`src/rtl/sram_arbiter.sv`:
```
// Three-port arbiter and access sequencer for the shared 8-bit asynchronous SRAM.
// Video (read-only), CPU and DMA ports; each access runs SETUP, ACCESS x WAIT_CYCLES, DONE.
module sram_arbiter #(
   parameter int ADDR_W      = 21,
   parameter int WAIT_CYCLES = 2,
   parameter int VID_MAX     = 4
) (
   input  logic              clk_chipset,
   input  logic              reset,
   input  logic              v_req,
   input  logic [ADDR_W-1:0] v_addr,
   output logic              v_ack,
   input  logic              c_req,
   input  logic              c_we,
   input  logic [ADDR_W-1:0] c_addr,
   input  logic [7:0]        c_wdata,
   output logic              c_ack,
   input  logic              d_req,
   input  logic              d_we,
   input  logic [ADDR_W-1:0] d_addr,
   input  logic [7:0]        d_wdata,
   output logic              d_ack,
   output logic [7:0]        rdata,
   output logic [ADDR_W-1:0] sram_addr,
   input  logic [7:0]        sram_dq_i,
   output logic [7:0]        sram_dq_o,
   output logic              sram_dq_oe,
   output logic              sram_we_n,
   output logic              busy,
   output logic [1:0]        grant,
   output logic [1:0]        dbg_state
);

   typedef enum logic [1:0] {
      IDLE   = 2'd0,
      SETUP  = 2'd1,
      ACCESS = 2'd2,
      DONE   = 2'd3
   } state_t;

   localparam int              VW        = $clog2(VID_MAX + 1);
   localparam logic [VW-1:0]   VID_TOP   = VW'(VID_MAX);
   localparam logic [3:0]      WCNT_LAST = 4'(WAIT_CYCLES - 1);
   localparam logic [1:0]      OWN_NONE  = 2'd0;
   localparam logic [1:0]      OWN_V     = 2'd1;
   localparam logic [1:0]      OWN_C     = 2'd2;
   localparam logic [1:0]      OWN_D     = 2'd3;

   state_t              state_q, state_d;
   logic [3:0]          wcnt_q, wcnt_d;
   logic                we_q, we_d;
   logic                rr_last_q, rr_last_d;   // 1 = D was the last C/D winner
   logic [VW-1:0]       vid_cnt_q, vid_cnt_d;
   logic [ADDR_W-1:0]   sram_addr_q, sram_addr_d;
   logic [7:0]          sram_dq_o_q, sram_dq_o_d;
   logic                sram_dq_oe_q, sram_dq_oe_d;
   logic                sram_we_n_q, sram_we_n_d;
   logic [7:0]          rdata_q, rdata_d;
   logic                v_ack_q, v_ack_d;
   logic                c_ack_q, c_ack_d;
   logic                d_ack_q, d_ack_d;
   logic                busy_q, busy_d;
   logic [1:0]          grant_q, grant_d;
   logic                v_win, c_win, d_win;

   always_comb begin
      state_d      = state_q;
      wcnt_d       = wcnt_q;
      we_d         = we_q;
      rr_last_d    = rr_last_q;
      vid_cnt_d    = vid_cnt_q;
      sram_addr_d  = sram_addr_q;
      sram_dq_o_d  = sram_dq_o_q;
      sram_dq_oe_d = sram_dq_oe_q;
      sram_we_n_d  = sram_we_n_q;
      rdata_d      = rdata_q;
      v_ack_d      = 1'b0;
      c_ack_d      = 1'b0;
      d_ack_d      = 1'b0;
      busy_d       = busy_q;
      grant_d      = grant_q;

      // Video has priority until it has used up its burst while C or D waits.
      v_win = v_req && !((vid_cnt_q == VID_TOP) && (c_req || d_req));
      c_win = !v_win && c_req && (!d_req || rr_last_q);
      d_win = !v_win && d_req && (!c_req || !rr_last_q);

      case (state_q)
         IDLE: begin
            if (v_win || c_win || d_win) begin
               state_d     = SETUP;
               busy_d      = 1'b1;
               sram_we_n_d = 1'b1;
               if (v_win) begin
                  grant_d     = OWN_V;
                  sram_addr_d = v_addr;
                  we_d        = 1'b0;
                  if (vid_cnt_q != VID_TOP) vid_cnt_d = vid_cnt_q + 1'b1;
               end else if (c_win) begin
                  grant_d      = OWN_C;
                  sram_addr_d  = c_addr;
                  we_d         = c_we;
                  sram_dq_oe_d = c_we;
                  if (c_we) sram_dq_o_d = c_wdata;
                  rr_last_d    = 1'b0;
                  vid_cnt_d    = '0;
               end else begin
                  grant_d      = OWN_D;
                  sram_addr_d  = d_addr;
                  we_d         = d_we;
                  sram_dq_oe_d = d_we;
                  if (d_we) sram_dq_o_d = d_wdata;
                  rr_last_d    = 1'b1;
                  vid_cnt_d    = '0;
               end
            end
         end
         SETUP: begin
            state_d     = ACCESS;
            wcnt_d      = '0;
            sram_we_n_d = !we_q;
         end
         ACCESS: begin
            if (wcnt_q == WCNT_LAST) begin
               state_d     = DONE;
               sram_we_n_d = 1'b1;
               if (!we_q) rdata_d = sram_dq_i;
               v_ack_d = (grant_q == OWN_V);
               c_ack_d = (grant_q == OWN_C);
               d_ack_d = (grant_q == OWN_D);
            end else begin
               wcnt_d = wcnt_q + 1'b1;
            end
         end
         DONE: begin
            state_d      = IDLE;
            busy_d       = 1'b0;
            grant_d      = OWN_NONE;
            sram_dq_oe_d = 1'b0;
         end
         default: state_d = IDLE;
      endcase
   end

   always_ff @(posedge clk_chipset) begin
      if (reset) begin
         state_q      <= IDLE;
         wcnt_q       <= '0;
         we_q         <= 1'b0;
         rr_last_q    <= 1'b1;
         vid_cnt_q    <= '0;
         sram_addr_q  <= '0;
         sram_dq_o_q  <= '0;
         sram_dq_oe_q <= 1'b0;
         sram_we_n_q  <= 1'b1;
         rdata_q      <= '0;
         v_ack_q      <= 1'b0;
         c_ack_q      <= 1'b0;
         d_ack_q      <= 1'b0;
         busy_q       <= 1'b0;
         grant_q      <= OWN_NONE;
      end else begin
         state_q      <= state_d;
         wcnt_q       <= wcnt_d;
         we_q         <= we_d;
         rr_last_q    <= rr_last_d;
         vid_cnt_q    <= vid_cnt_d;
         sram_addr_q  <= sram_addr_d;
         sram_dq_o_q  <= sram_dq_o_d;
         sram_dq_oe_q <= sram_dq_oe_d;
         sram_we_n_q  <= sram_we_n_d;
         rdata_q      <= rdata_d;
         v_ack_q      <= v_ack_d;
         c_ack_q      <= c_ack_d;
         d_ack_q      <= d_ack_d;
         busy_q       <= busy_d;
         grant_q      <= grant_d;
      end
   end

   assign v_ack      = v_ack_q;
   assign c_ack      = c_ack_q;
   assign d_ack      = d_ack_q;
   assign rdata      = rdata_q;
   assign sram_addr  = sram_addr_q;
   assign sram_dq_o  = sram_dq_o_q;
   assign sram_dq_oe = sram_dq_oe_q;
   assign sram_we_n  = sram_we_n_q;
   assign busy       = busy_q;
   assign grant      = grant_q;
   assign dbg_state  = state_q;

endmodule

```
`config.mk`:
```
export PLATFORM = sky130hd
export DESIGN_NAME = sram_arbiter
export DESIGN_NICKNAME = d
export VERILOG_FILES = /design/src/rtl/sram_arbiter.sv
export SDC_FILE = /design/constraint.sdc
export NUM_CORES = 1
export LEC_CHECK = 0
export BUFFER_PORTS_ARGS = -buffer_cell sky130_fd_sc_hd__buf_4
export CORE_MARGIN = 5
export CORE_UTILIZATION = 45
export DETAILED_ROUTE_END_ITERATION = 7
export PLACE_DENSITY = 0.79
export SYNTH_ARGS = -nofsm -noshare
export SYNTH_HDL_FRONTEND = slang
export SYNTH_SLANG_ARGS = --single-unit
export TNS_END_PERCENT = 20
```
`constraint.sdc`:
```
create_clock -name clk_chipset -period 2.65 [get_ports clk_chipset]
set_clock_uncertainty 0.15 [all_clocks]
set_input_delay 0.795 -clock clk_chipset [delete_from_list [all_inputs] [get_ports clk_chipset]]
set_output_delay 0.795 -clock clk_chipset [all_outputs]
set_load 0.02 [all_outputs]
```
==> results.sh <==
export IMPL_m1WireLength_um=3584
export IMPL_dp_cells=535
export IMPL_drv_slew=0
export IMPL_finalPower_uw=2869
export IMPL_async_flop_share_pct=0
export IMPL_wl_met2_um=4154
export IMPL_clk_path_buf_depth=2
export IMPL_dp_hpwl_um=6689
export IMPL_viasPerCell=5.560
export IMPL_instances_no_fill=543
export IMPL_hold_path_class="reg2reg"
export IMPL_crit_slowest_cell="ha_1"
export IMPL_num_rows=29
export IMPL_postCtsSetupRepairBufs=0
export IMPL_n_antenna_cell=0
export IMPL_cap_violations=0
export IMPL_synth_cell_types=45
export IMPL_cts_root_buf="clkbuf_8"
export IMPL_fp_dieW_um=90.01
export IMPL_ys_warn_count=0
export IMPL_grt_overflow=0
export IMPL_grt_max_degree=34
export IMPL_coreArea_um2=6277
export IMPL_grt_pass1_wl_um=14040
export IMPL_crit_type="reg2reg"
export IMPL_track_usage_pct=20.31
export IMPL_cts_tree="built"
export IMPL_n_fill_cell=530
export IMPL_arrival_ps=2240
export IMPL_rsz0062_at_grt="false"
export IMPL_syn_avg_cell_area_um2=8.702
export IMPL_drt_iter0_drc=204
export IMPL_leakage_uw=0.001833
export IMPL_cp_max_fo=15
export IMPL_holdWs_ps=324.7
export IMPL_syn_inst=331
export IMPL_cts_resized=0
export IMPL_cts_htree_levels=2
export IMPL_cts_sinks=56
export IMPL_crit_family="compound AO/OA/AOI/OAI gates"
export IMPL_wl_per_cell_um=16.16
export IMPL_synth_commonest_cells="dfxtp_1, nor2_1, nand2_1"
export IMPL_ys_flop_type="dfxtp_1"
export IMPL_synthDominantCellAreaShare_pct=38.92
export IMPL_drcViolationCount=0
export IMPL_synth_most_common_cell="dfxtp_1"
export IMPL_routed_top_layer="met4"
export IMPL_max_vdd_ir_drop_mv=0.3263
export IMPL_num_vias=3019
export IMPL_grt_pass1_vias=2991
export IMPL_synth_seq_cells=56
export IMPL_drive_above_1_share_pct=38.63
export IMPL_synth_area_leaders="dfxtp_1, nor2_1, o31ai_1"
export IMPL_cp_start_kind="flop"
export IMPL_endpoint_kind="flop"
export IMPL_tns_ps=0
export IMPL_cts_hold_buffers=0
export IMPL_met3_length_um=897
export IMPL_cp_required_ps=2710
export IMPL_io_pins=141
export IMPL_setup_viol=0
export IMPL_clk_latency_ps=310
export IMPL_syn_nets=433
export IMPL_powerDensity_nw_per_um2=700.0
export IMPL_start_util_pct=45.88
export IMPL_netlist_area_um2=2880
export IMPL_cpPeakStageDelay_ps=380
export IMPL_final_nets=567
export IMPL_cts_buffers_inserted=5
export IMPL_clk_pin_slew_worst_paths_ps=100
export IMPL_synth_edf_count=0
export IMPL_port_buffers=140
export IMPL_max_freq_ghz=0.4599
export IMPL_areaGrowthSynthToFinish_pct=42.31
export IMPL_die_height_um=90.01
export IMPL_status="completed"
export IMPL_dr_pass1_iters=4
export IMPL_antenna_found_initial=0
export IMPL_finalHoldViolations=0
export IMPL_worst_pin_slew_ps=589.9
export IMPL_gp_congestion=0.8171
export IMPL_drt_wl_total_um=8774
export IMPL_fin_crit_sh_pct=82.05
export IMPL_detail_route_antenna_nets=0
export IMPL_relSlewSlack_pct=60.58
export IMPL_crit_chain="inv_1 -> ha_1 -> o31a_1 -> nand2_1 -> o31ai_1"
export IMPL_path_buf_inv=1
export IMPL_yosysTopAreaCell="dfxtp_1"
export IMPL_ys_seq_area_share_pct=38.92
export IMPL_die_area_um2=8101
export IMPL_fin_crit_ps=2174
[cell type report]
type / count / area, um^2 / area share [%]
multi-input cells: 241 / 1597 / 38.95
repair buffers: 153 / 1161 / 28.33
flip-flops and latches: 56 / 1121 / 27.35
well taps: 77 / 96.34 / 2.350
clock buffers: 7 / 86.33 / 2.106
inverters: 8 / 30.03 / 0.7326
clock inverters: 1 / 7.507 / 0.1832
[tightest hold or removal path, cell delays in order (launching register included)]
cell and delay [ps]:
dfxtp_1 320, nand3_1 60, o31ai_1 60
[cells in the final DEF (no fill, tap or decap), types with 3 or more instances in the layout]
| cell | count |
|---|---|
| o31ai_1 | 16 |
| ha_1 | 8 |
| clkbuf_8 | 6 |
| and3_1 | 20 |
| a21boi_0 | 4 |
| o21ai_0 | 18 |
| nor3_1 | 11 |
| nor2_1 | 34 |
| a2111oi_2 | 8 |
| mux2i_1 | 12 |
| a32oi_1 | 6 |
| inv_1 | 7 |
| nand3_1 | 19 |
| a211oi_1 | 15 |
| dfxtp_1 | 56 |
| buf_4 | 152 |
| a22oi_1 | 3 |
| nand2_1 | 23 |
| a21oi_1 | 20 |
[sequential cells by signal, indices dropped and copies added (netlist names)]
register / count
sram_addr: 21
rdata: 8
sram_dq_o: 8
wcnt_q: 4
vid_cnt_q: 3
dbg_state: 2
grant: 2
busy: 1
c_ack: 1
d_ack: 1
rr_last_q: 1
sram_dq_oe: 1
sram_we_n: 1
v_ack: 1
we_q: 1
[through the flow]
| stage | setup slack [ps] | utilization (%) | cell area, um^2 |
|---|---|---|---|
| 2_1_floorplan | 590.3 | - | 2880 |
| 3_3_place_gp | 339.3 | 63.80 | 4005 |
| 3_5_place_dp | 256.7 | 63.80 | 4005 |
| 4_1_cts | 480.9 | 65.30 | 4099 |
| 5_1_grt | 291.1 | 65.30 | 4099 |
| 6_report | 475.7 | 65.30 | 4099 |
[worst paths after layout]
| path | cells past startpoint | endpoint | slack, ps | startpoint |
|---|---|---|---|---|
| hold reg to reg | 2 | sram_addr[19]$_SDFFE_PP0P_ | 320 | sram_addr[19]$_SDFFE_PP0P_ |
| setup reg to reg | 5 | sram_addr[13]$_SDFFE_PP0P_ | 480 | dbg_state[0]$_SDFFE_PP0P_ |
| setup / recovery | 5 | sram_addr[13]$_SDFFE_PP0P_ | 480 | dbg_state[0]$_SDFFE_PP0P_ |
| hold / removal | 2 | sram_addr[19]$_SDFFE_PP0P_ | 320 | sram_addr[19]$_SDFFE_PP0P_ |
[report_power, final]
part / total, uW / internal, uW / switching, uW
sequential: 1100 / 989 / 109
clock: 489 / 213 / 275
combinational: 1280 / 548 / 735
total: 2870 / 1750 / 1120
[per-layer routing]
metal | vias to the layer above | global-route usage (%)
met5 | - | 0
li1 | 1490 | -
met2 | 144 | 33.96
met4 | 0 | 4.963
met3 | 12 | 7.012
met1 | 1373 | 25.00
[cell families after synthesis]
logic type | after synthesis | share of synthesized area [%]
adder cells (fa/ha/maj) | 8 | 3.475
buffers and inverters | 34 | 5.821
multiplexers | 12 | 4.170
AND/OR/NAND/NOR | 116 | 20.07
AO/OA/AOI/OAI | 105 | 27.54
flip-flops | 56 | 38.92
No activity file was read; power rests on OpenSTA's default activity.
